<file path="src/rtl/direct_cache_ctrl_if.sv">
// CPU-side and memory-side bundle of the direct-mapped cache controller.
// The master modport is the cache controller; the slave modport is its environment.
interface direct_cache_ctrl_if #(
    parameter int DATA_WIDTH = 32,
    parameter int ADDR_WIDTH = 32
);
    logic                  cpu_req;
    logic                  cpu_we;
    logic [ADDR_WIDTH-1:0] cpu_addr;
    logic [DATA_WIDTH-1:0] cpu_wdata;
    logic                  cpu_ready;
    logic [DATA_WIDTH-1:0] cpu_rdata;
    logic                  flush;
    logic                  mem_req;
    logic                  mem_we;
    logic [ADDR_WIDTH-1:0] mem_addr;
    logic [DATA_WIDTH-1:0] mem_wdata;
    logic                  mem_ack;
    logic [DATA_WIDTH-1:0] mem_rdata;

    modport master (
        input  cpu_req, cpu_we, cpu_addr, cpu_wdata, flush,
        input  mem_ack, mem_rdata,
        output cpu_ready, cpu_rdata,
        output mem_req, mem_we, mem_addr, mem_wdata
    );

    modport slave (
        output cpu_req, cpu_we, cpu_addr, cpu_wdata, flush,
        output mem_ack, mem_rdata,
        input  cpu_ready, cpu_rdata,
        input  mem_req, mem_we, mem_addr, mem_wdata
    );
endinterface

</file>
<file path="src/rtl/direct_cache_ctrl.sv">
// Direct-mapped, one-word-per-line, write-through / no-write-allocate cache
// controller with saturating hit and miss statistics.
module direct_cache_ctrl #(
    parameter int DATA_WIDTH = 32,
    parameter int ADDR_WIDTH = 32,
    parameter int C          = 3
) (
    input  logic                clk,
    input  logic                reset,
    direct_cache_ctrl_if.master bus,
    output logic [15:0]         hit_count,
    output logic [15:0]         miss_count
);
    localparam int LINES = 2 ** C;
    localparam int TW    = ADDR_WIDTH - C - 2;

    typedef enum logic [1:0] {
        IDLE,
        FILL,
        WTHRU,
        RESP
    } state_t;

    state_t state, state_n;

    logic [ADDR_WIDTH-3:0] waddr_q;
    logic [DATA_WIDTH-1:0] wdata_q;
    logic [DATA_WIDTH-1:0] rdata_q;
    logic                  mem_req_q;
    logic                  mem_we_q;
    logic [ADDR_WIDTH-1:0] mem_addr_q;
    logic [DATA_WIDTH-1:0] mem_wdata_q;
    logic [15:0]           hit_q;
    logic [15:0]           miss_q;

    logic [LINES-1:0]      valid_q;
    logic [TW-1:0]         tag_q  [LINES];
    logic [DATA_WIDTH-1:0] data_q [LINES];

    logic [C-1:0]          req_idx;
    logic [TW-1:0]         req_tag;
    logic                  req_hit;
    logic [C-1:0]          lat_idx;
    logic [TW-1:0]         lat_tag;
    logic                  lat_hit;

    logic                  accept;
    logic                  do_flush;
    logic                  ack;
    logic                  fill_wr;
    logic                  wthru_wr;
    logic                  need_mem;
    logic                  unused_bits;

    assign req_idx = bus.cpu_addr[C+1:2];
    assign req_tag = bus.cpu_addr[ADDR_WIDTH-1:C+2];
    assign req_hit = valid_q[req_idx] && (tag_q[req_idx] == req_tag);

    assign lat_idx = waddr_q[C-1:0];
    assign lat_tag = waddr_q[ADDR_WIDTH-3:C];
    assign lat_hit = valid_q[lat_idx] && (tag_q[lat_idx] == lat_tag);

    // Byte offset within the word carries no meaning for a word cache.
    assign unused_bits = ^bus.cpu_addr[1:0];

    assign need_mem = bus.cpu_we || !req_hit;
    assign fill_wr  = ack && (state == FILL);
    assign wthru_wr = ack && (state == WTHRU) && lat_hit;

    assign bus.cpu_ready = (state == RESP);
    assign bus.cpu_rdata = rdata_q;
    assign bus.mem_req   = mem_req_q;
    assign bus.mem_we    = mem_we_q;
    assign bus.mem_addr  = mem_addr_q;
    assign bus.mem_wdata = mem_wdata_q;
    assign hit_count     = hit_q;
    assign miss_count    = miss_q;

    // Controller state register.
    always_ff @(posedge clk or negedge reset) begin
        if (!reset) begin
            state <= IDLE;
        end else begin
            state <= state_n;
        end
    end

    // Next state plus the one-cycle events that steer the datapath.
    always_comb begin
        state_n  = state;
        accept   = 1'b0;
        do_flush = 1'b0;
        ack      = 1'b0;
        unique case (state)
            IDLE: begin
                if (bus.flush) begin
                    do_flush = 1'b1;
                end else if (bus.cpu_req) begin
                    accept = 1'b1;
                    if (bus.cpu_we) begin
                        state_n = WTHRU;
                    end else if (req_hit) begin
                        state_n = RESP;
                    end else begin
                        state_n = FILL;
                    end
                end
            end
            FILL, WTHRU: begin
                if (bus.mem_ack) begin
                    ack     = 1'b1;
                    state_n = RESP;
                end
            end
            RESP: begin
                state_n = IDLE;
            end
            default: begin
                state_n = IDLE;
            end
        endcase
    end

    // Latched request fields used while the memory transaction runs.
    always_ff @(posedge clk or negedge reset) begin
        if (!reset) begin
            waddr_q <= '0;
            wdata_q <= '0;
        end else if (accept) begin
            waddr_q <= bus.cpu_addr[ADDR_WIDTH-1:2];
            if (bus.cpu_we) begin
                wdata_q <= bus.cpu_wdata;
            end
        end
    end

    // Read data returned to the CPU; untouched by writes.
    always_ff @(posedge clk or negedge reset) begin
        if (!reset) begin
            rdata_q <= '0;
        end else if (accept && !bus.cpu_we && req_hit) begin
            rdata_q <= data_q[req_idx];
        end else if (fill_wr) begin
            rdata_q <= bus.mem_rdata;
        end
    end

    // Memory request, held stable from acceptance until the ack edge.
    always_ff @(posedge clk or negedge reset) begin
        if (!reset) begin
            mem_req_q   <= 1'b0;
            mem_we_q    <= 1'b0;
            mem_addr_q  <= '0;
            mem_wdata_q <= '0;
        end else if (accept && need_mem) begin
            mem_req_q  <= 1'b1;
            mem_we_q   <= bus.cpu_we;
            mem_addr_q <= {bus.cpu_addr[ADDR_WIDTH-1:2], 2'b00};
            if (bus.cpu_we) begin
                mem_wdata_q <= bus.cpu_wdata;
            end
        end else if (ack) begin
            mem_req_q <= 1'b0;
        end
    end

    // Valid bits: bulk clear on flush, set on a completed refill.
    always_ff @(posedge clk or negedge reset) begin
        if (!reset) begin
            valid_q <= '0;
        end else if (do_flush) begin
            valid_q <= '0;
        end else if (fill_wr) begin
            valid_q[lat_idx] <= 1'b1;
        end
    end

    // Tag and data storage; contents are meaningless until valid is set.
    always_ff @(posedge clk) begin
        if (fill_wr) begin
            tag_q[lat_idx]  <= lat_tag;
            data_q[lat_idx] <= bus.mem_rdata;
        end else if (wthru_wr) begin
            data_q[lat_idx] <= wdata_q;
        end
    end

    // Saturating lookup statistics, classified at acceptance.
    always_ff @(posedge clk or negedge reset) begin
        if (!reset) begin
            hit_q  <= '0;
            miss_q <= '0;
        end else if (accept) begin
            if (req_hit) begin
                if (hit_q != 16'hFFFF) begin
                    hit_q <= hit_q + 16'd1;
                end
            end else begin
                if (miss_q != 16'hFFFF) begin
                    miss_q <= miss_q + 16'd1;
                end
            end
        end
    end
endmodule
</file>
<file path="src/flat_wrapper.sv">
// flat-port wrapper written by rule: the top's interface ports become plain ports
module direct_cache_ctrl_flat 
#(
    parameter int DATA_WIDTH = 32,
    parameter int ADDR_WIDTH = 32,
    parameter int C          = 3
)
  (clk, reset, hit_count, miss_count, bus_cpu_req, bus_cpu_we, bus_cpu_addr, bus_cpu_wdata, bus_flush, bus_mem_ack, bus_mem_rdata, bus_cpu_ready, bus_cpu_rdata, bus_mem_req, bus_mem_we, bus_mem_addr, bus_mem_wdata);
  direct_cache_ctrl_if #(.DATA_WIDTH(DATA_WIDTH), .ADDR_WIDTH(ADDR_WIDTH)) bus_i ();
  input  logic clk;
  input  logic reset;
  output logic [15:0] hit_count;
  output logic [15:0] miss_count;
  input wire logic [$bits(bus_i.cpu_req)-1:0] bus_cpu_req;
  input wire logic [$bits(bus_i.cpu_we)-1:0] bus_cpu_we;
  input wire logic [$bits(bus_i.cpu_addr)-1:0] bus_cpu_addr;
  input wire logic [$bits(bus_i.cpu_wdata)-1:0] bus_cpu_wdata;
  input wire logic [$bits(bus_i.flush)-1:0] bus_flush;
  input wire logic [$bits(bus_i.mem_ack)-1:0] bus_mem_ack;
  input wire logic [$bits(bus_i.mem_rdata)-1:0] bus_mem_rdata;
  output wire logic [$bits(bus_i.cpu_ready)-1:0] bus_cpu_ready;
  output wire logic [$bits(bus_i.cpu_rdata)-1:0] bus_cpu_rdata;
  output wire logic [$bits(bus_i.mem_req)-1:0] bus_mem_req;
  output wire logic [$bits(bus_i.mem_we)-1:0] bus_mem_we;
  output wire logic [$bits(bus_i.mem_addr)-1:0] bus_mem_addr;
  output wire logic [$bits(bus_i.mem_wdata)-1:0] bus_mem_wdata;
  assign bus_i.cpu_req = bus_cpu_req;
  assign bus_i.cpu_we = bus_cpu_we;
  assign bus_i.cpu_addr = bus_cpu_addr;
  assign bus_i.cpu_wdata = bus_cpu_wdata;
  assign bus_i.flush = bus_flush;
  assign bus_i.mem_ack = bus_mem_ack;
  assign bus_i.mem_rdata = bus_mem_rdata;
  assign bus_cpu_ready = bus_i.cpu_ready;
  assign bus_cpu_rdata = bus_i.cpu_rdata;
  assign bus_mem_req = bus_i.mem_req;
  assign bus_mem_we = bus_i.mem_we;
  assign bus_mem_addr = bus_i.mem_addr;
  assign bus_mem_wdata = bus_i.mem_wdata;
  direct_cache_ctrl #(.DATA_WIDTH(DATA_WIDTH), .ADDR_WIDTH(ADDR_WIDTH), .C(C)) u_core (.clk(clk), .reset(reset), .bus(bus_i), .hit_count(hit_count), .miss_count(miss_count));
endmodule
</file>
<file path="config.mk">
export PLATFORM = sky130hd
export DESIGN_NAME = direct_cache_ctrl_flat
export DESIGN_NICKNAME = d
export VERILOG_FILES = /design/src/rtl/direct_cache_ctrl_if.sv /design/src/rtl/direct_cache_ctrl.sv /design/src/flat_wrapper.sv
export SDC_FILE = /design/constraint.sdc
export NUM_CORES = 1
export LEC_CHECK = 0
export BUFFER_PORTS_ARGS = -buffer_cell sky130_fd_sc_hd__buf_2
export CELL_PAD_IN_SITES_DETAIL_PLACEMENT = 1
export CELL_PAD_IN_SITES_GLOBAL_PLACEMENT = 2
export CORE_MARGIN = 1
export CORE_UTILIZATION = 35
export DETAILED_ROUTE_END_ITERATION = 10
export PLACE_DENSITY_LB_ADDON = 0.25
export SLEW_MARGIN = 20
export SYNTH_ARGS = -nofsm -noshare
export SYNTH_HDL_FRONTEND = slang
export SYNTH_SLANG_ARGS = --single-unit
</file>
<file path="constraint.sdc">
create_clock -name clk -period 12.6 [get_ports clk]
set_input_delay 0 -clock clk [delete_from_list [all_inputs] [get_ports clk]]
set_output_delay 0 -clock clk [all_outputs]
set_load 0.01 [all_outputs]
</file>
-- Yosys cells after proc, flatten, opt, wreduce, memory -nomap -nowiden
Memories as Yosys holds them, arrays and structs flattened.
Index checks and enable logic that the tools add are counted.
- register bits after elaboration: 200
- latch bits: 0
- memory bits (writable): 472
- memory bits (read-only): 0
- input bits: 102
- output and inout bits: 131
- logic and storage cells: 84
- memories kept: 2
- memory list (memory ; depth ; bits a word ; read ports ; clocked after memory_dff ; write ports ; RTL line ; text):
    u_core.data_q ; 8 ; 32 ; 1 ; 0 ; 1 ; direct_cache_ctrl.sv:38 ; logic [DATA_WIDTH-1:0] data_q [LINES];
    u_core.tag_q ; 8 ; 27 ; 2 ; 0 ; 1 ; direct_cache_ctrl.sv:37 ; logic [TW-1:0] tag_q [LINES];
- add/subtract/negate cells: 2
- $mul: 0
- divide/modulo/power cells: 0
- order comparisons: 3
- equal/unequal tests: 10
- shift operators: 0
- muxes and demuxes: 31
- bitwise gates (word level): 3
- reductions and logical operators: 22
- operator list (kind ; count):
    $mux W32 ; 3
    $eq A27 B27 Y1 ; 2
    $add A16 B1 Y16 const B ; 2
    $ne A16 B16 Y1 const B ; 2
    $mux W1 ; 17
    $mux W8 ; 2
    $mux W2 ; 5
    $logic_and A1 B1 Y1 ; 9
    $reduce_and A3 Y1 ; 3
    $lt A3 B4 Y1 const B ; 2
    $or A8 B8 Y8 ; 1
    $bmux W1 S3 ; 2
    $ne A2 B2 Y1 const B ; 3
    $pmux W2 S3 ; 1
    $reduce_bool A2 Y1 ; 3
    $eq A2 B2 Y1 const B ; 2
    $reduce_and A2 Y1 ; 2
    $demux W1 S3 ; 1
    $ge A3 B1 Y1 const B ; 1
    $eq A2 B1 Y1 const B ; 1
    $logic_not A1 Y1 ; 2
    $logic_not A2 Y1 ; 1
    $reduce_or A2 Y1 ; 1
    $logic_or A1 B1 Y1 ; 1
    2 further kinds ; 2

-- Depth between registers and ports, before layout
- word-level depth: 9
- mapped depth: 12
- gate-level depth less buffers: 8

-- Worst setup path after synthesis
Ideal clock, no wire load.
- path kind: reg-to-reg
- start point: register u_core.waddr_q[1]
- end point: memory u_core.data_q[0][0], enable pin
- library setup time: 0.461 ns
- arrival time: 4.610 ns
- path slack: 7.529 ns
- stages on the path, launching flop included: 10
- buffers on the path: 1
- clock period less this slack: 5.071 ns
- cell sequence: dfrtp_1 buf_6 mux2_2 a221o_1 a222oi_1 xnor2_1 nor4_1 nand4_1 o31a_1 nor3_1
- cells in the longest elaborated chain, start to end: 8
- elaborated cells on any way between the ends: 10
- classes of those cells: 1 x eq/ne; 5 x mux; 1 x bitwise; 2 x reduce/logical; 1 x memory
- ends and longest elaborated chain (what ; RTL line ; text):
    start: declaration ; direct_cache_ctrl.sv:26 ; logic [ADDR_WIDTH-3:0] waddr_q;
    start signal: assignment ; direct_cache_ctrl.sv:130 ; waddr_q <= bus.cpu_addr[ADDR_WIDTH-1:2];
    $mem_v2 Z8 W27 or $bmux W1 S3 (tied branches) ; n/a ;
    $eq A27 B27 Y1 or $mux W1 (tied branches) ; direct_cache_ctrl.sv:61 ; assign lat_hit = valid_q[lat_idx] && (tag_q[lat_idx] == lat_tag);
    $logic_and A1 B1 Y1 ; direct_cache_ctrl.sv:61 ;
    $logic_and A1 B1 Y1 ; direct_cache_ctrl.sv:68 ; assign wthru_wr = ack && (state == WTHRU) && lat_hit;
    $mux W1 ; direct_cache_ctrl.sv:183 ; end else if (wthru_wr) begin
    $mux W1 ; direct_cache_ctrl.sv:180 ; if (fill_wr) begin
    $mux W1 (implied by the code) ; direct_cache_ctrl.sv:184 ; data_q[lat_idx] <= wdata_q;
    $or A1 B1 Y1 (no source line) ; n/a ;
    end: declaration ; direct_cache_ctrl.sv:38 ;
Parallel ways exist; a longest one is shown, timed or not. The select of a mux whose other input is x is not followed.

-- Worst setup path in the final report
- start point: register u_core.waddr_q[1]
- end point: memory u_core.data_q[5][29], enable pin
The elaborated chain is that of the path after synthesis.

==> impl_metrics.json <==
{
  "p_leak_nw": 12.6,
  "rsz0062_at_grt": "false",
  "worstSkewPairLatency_ps": 620,
  "ctsRootBufferMaster": "clkbuf_16",
  "path_clk_slew_ps": 60,
  "slowest_delay_ps": 860,
  "io_pins": 233,
  "synth.distinct_cells": 61,
  "rows": 102,
  "cp_common_cell": "buf_4",
  "drc_errors": 0,
  "dr_total_vias": 16100,
  "cp_num_buf_inv": 4,
  "synth_edf_count": 472,
  "final_util_pct": 43.1,
  "cp-start-kind": "register",
  "grt_max_degree": 64,
  "rr_startpoint": "u_core.waddr_q[1]",
  "rrSetupSlack_ps": 6780,
  "postSynthCellCount": 1613,
  "crit_family": "buffers and inverters",
  "timing.final.crit_period_ps": 5820,
  "r2r_end": "u_core.data_q[5][29]",
  "cap_viol_max_count": 0,
  "routed_wl_um": 75900,
  "synthFlopType": "edfxtp_1",
  "antenna_found_initial": 1,
  "avgSynthCellArea_um2": 17.1,
  "min_to": "u_core.waddr_q[2]",
  "period_share_pct": 46.2,
  "mostFrequentLayoutCell": "edfxtp_1",
  "grt_pass1_vias": 17600,
  "worst_ep_required_time_ps": 12840,
  "critPathCaptureType": "register",
  "tightest_slew_ps": 1040,
  "hold_viol": 0,
  "die_w_um": 283,
  "dieArea_mm2": 0.0801,
  "drt.antenna.violating_nets": 0,
  "grt_overflow": 0,
  "syn2layout_area_growth_pct": 21.3,
  "slew_headroom_pct": 30.5,
  "cts_sinks": 640,
  "cts_buffers": 74,
  "power_density_mw_per_mm2": 200,
  "whs_ps": 8.50,
  "hold_depth": 3,
  "dr.pass1.iters": 5,
  "track_usage_pct": 19.0,
  "layout-drive-gt1-share_pct": 32.8,
  "fin_tns_setup_ps": 0,
  "antenna_cells": 0,
  "final_cell_mix": "edfxtp_1 (472), buf_2 (224), dfrtp_1 (166), mux2i_1 (162), mux4_2 (135)",
  "initialDrtViolationCount": 1100,
  "path_cells": "buf_4, inv_1, a221o_1, a21oi_1, xnor2_1, a2111oi_0, buf_4, nand4_1, o31a_1, nor3_2, buf_4",
  "fmax_mhz": 172,
  "status": "complete, no violations",
  "nets": 2075,
  "syn_area_mm2": 0.0276,
  "yosysSeqAreaShare_pct": 66.5,
  "place_congestion": 0.799,
  "async_flop_share_pct": 26.3,
  "worstPathArrival_ps": 6060,
  "cp_max_fo": 51,
  "io_buffers": 228,
  "cts_tree": "yes",
  "ys_seq_elements": 640,
  "clk_path_buf_depth": 3,
  "peakVddDrop_v": 0.000109,
  "hold_path_class": "input pin to register",
  "post-dp-hpwl_um": 45500,
  "ys_warn_count": 0,
  "htreeDepth": 3,
  "start_util_pct": 35.5,
  "hold_start": "bus_cpu_addr[4]",
  "fin_skew_ps": 25.0,
  "setup_viol": 0,
  "viasPerCell": 5.24,
  "slew_violations": 0,
  "die-height_um": 283,
  "r2r_cells": 11,
  "slowest_stage": "dfrtp_4",
  "path_class": "register to register",
  "grt_pass1_wl_um": 114000,
  "core_mm2": 0.0778,
  "wl_per_cell_um": 24.8
}
-- per-layer routing --
metal / share of wire (%) / track usage, % / up-vias
li1: - / - / 7073
met1: 43 / 24.9 / 8499
met2: 51 / 32.8 / 403
met3: 4.4 / 2.97 / 92
met4: 1.9 / 4.93 / 0
met5: 0 / 0 / -
-- repair_timing --
item	in CTS	in global routing
setup endpoints to repair	0	0
endpoints found under the hold margin	448	0
buffers inserted	0	0
resized for setup	0	0
hold buffers	99	0
-- cells by family (layout without fill, tap and decap cells) --
kind of cell	Yosys count	after routing	synth area share (%)
flip-flops	640	640	66.5
multiplexers	416	416	21.7
AND/OR/NAND/NOR	268	268	4.66
buffers and inverters	104	516	1.74
AO/OA/AOI/OAI	101	101	2.67
XOR/XNOR	76	76	2.41
adder cells (fa/ha/maj)	7	7	0.317
other	1	2	0.0136
-- synthesized netlist by cell type (all sizes together), types with 2 or more instances --
cell type,number,share of area [%]
nand2,118,1.6
o2bb2ai,2,0.063
a221oi,4,0.13
clkbuf,32,0.43
o21a,8,0.22
a211oi,2,0.054
mux2,119,4.8
buf,58,1.1
nor3b,2,0.054
edfxtp,472,51
inv,13,0.18
ha,7,0.32
nor3,19,0.36
nor2b,9,0.20
and2,2,0.045
xor2,40,1.3
o21ai,20,0.36
nor4,13,0.29
xnor2,36,1.1
a221o,9,0.33
and3,12,0.27
mux4,135,11
a22o,5,0.16
mux2i,162,5.9
a22oi,19,0.52
a21oi,11,0.20
dfrtp,168,15
nand3,24,0.43
nand4,21,0.48
a311oi,3,0.095
nor2,33,0.45
a222oi,4,0.14
nor4b,4,0.18
or3,2,0.045
a32o,2,0.072
o22ai,3,0.068
nand2b,4,0.091
-- worst max-delay path by stage --
stage / cells past startpoint / from / end / slack (ps)
floorplan: 9 / u_core.waddr_q[1] / u_core.data_q[0][0] / 7530
global placement: 11 / u_core.waddr_q[1] / u_core.data_q[5][30] / 6710
detailed placement: 11 / u_core.waddr_q[1] / u_core.data_q[5][30] / 6670
CTS: 11 / u_core.waddr_q[1] / u_core.data_q[5][29] / 6640
global route: 11 / u_core.waddr_q[1] / u_core.data_q[5][28] / 6490
finish: 11 / u_core.waddr_q[1] / u_core.data_q[5][29] / 6780
-- power by group --
group	internal, mW	leakage [nW]	switching, mW
clock network	1.23	1.20	0.900
logic	0.700	5.02	0.895
registers	2.68	6.37	0.292
-- tightest hold or removal path: stages --
cell,delay (ps)
buf_4,340
nand2_1,140
o21ai_0,80
-- state kept, by name, indices dropped and copies added, names as in the netlist --
register              flops
u_core.data_q           256
u_core.tag_q            216
u_core.bus.cpu_rdata     32
u_core.bus.mem_wdata     31
u_core.bus.mem_addr      30
u_core.waddr_q           30
u_core.hit_count         16
u_core.miss_count        16
u_core.valid_q            8
u_core.state              2
u_core.bus.mem_req        1
u_core.bus.mem_we         1
u_core.wdata_q            1
-- final cells by class --
class                      count  area, um^2
fill                        7685       44300
sequential                   640       18400
multi-input combinational    870        8930
timing repair buffer         366        2470
clock buffer                  94        2050
tap                         1040        1300
clock inverter                42         358
inverter                      14        52.6
-- per-stage QoR --
step | instance area [um^2] | setup WS (ps) | power [mW] | cells
after floorplan | 27600 | 7530 | 3.93 | 1614
after CTS | 33500 | 6640 | 6.80 | 3066
after global routing | 33500 | 6490 | 7.01 | 3066
after global placement | 30100 | 6710 | 4.57 | 2831
after detailed placement | 30100 | 6670 | 4.61 | 2831
final | 33500 | 6780 | 6.70 | 3066
No activity file was read; power rests on OpenSTA's default activity.
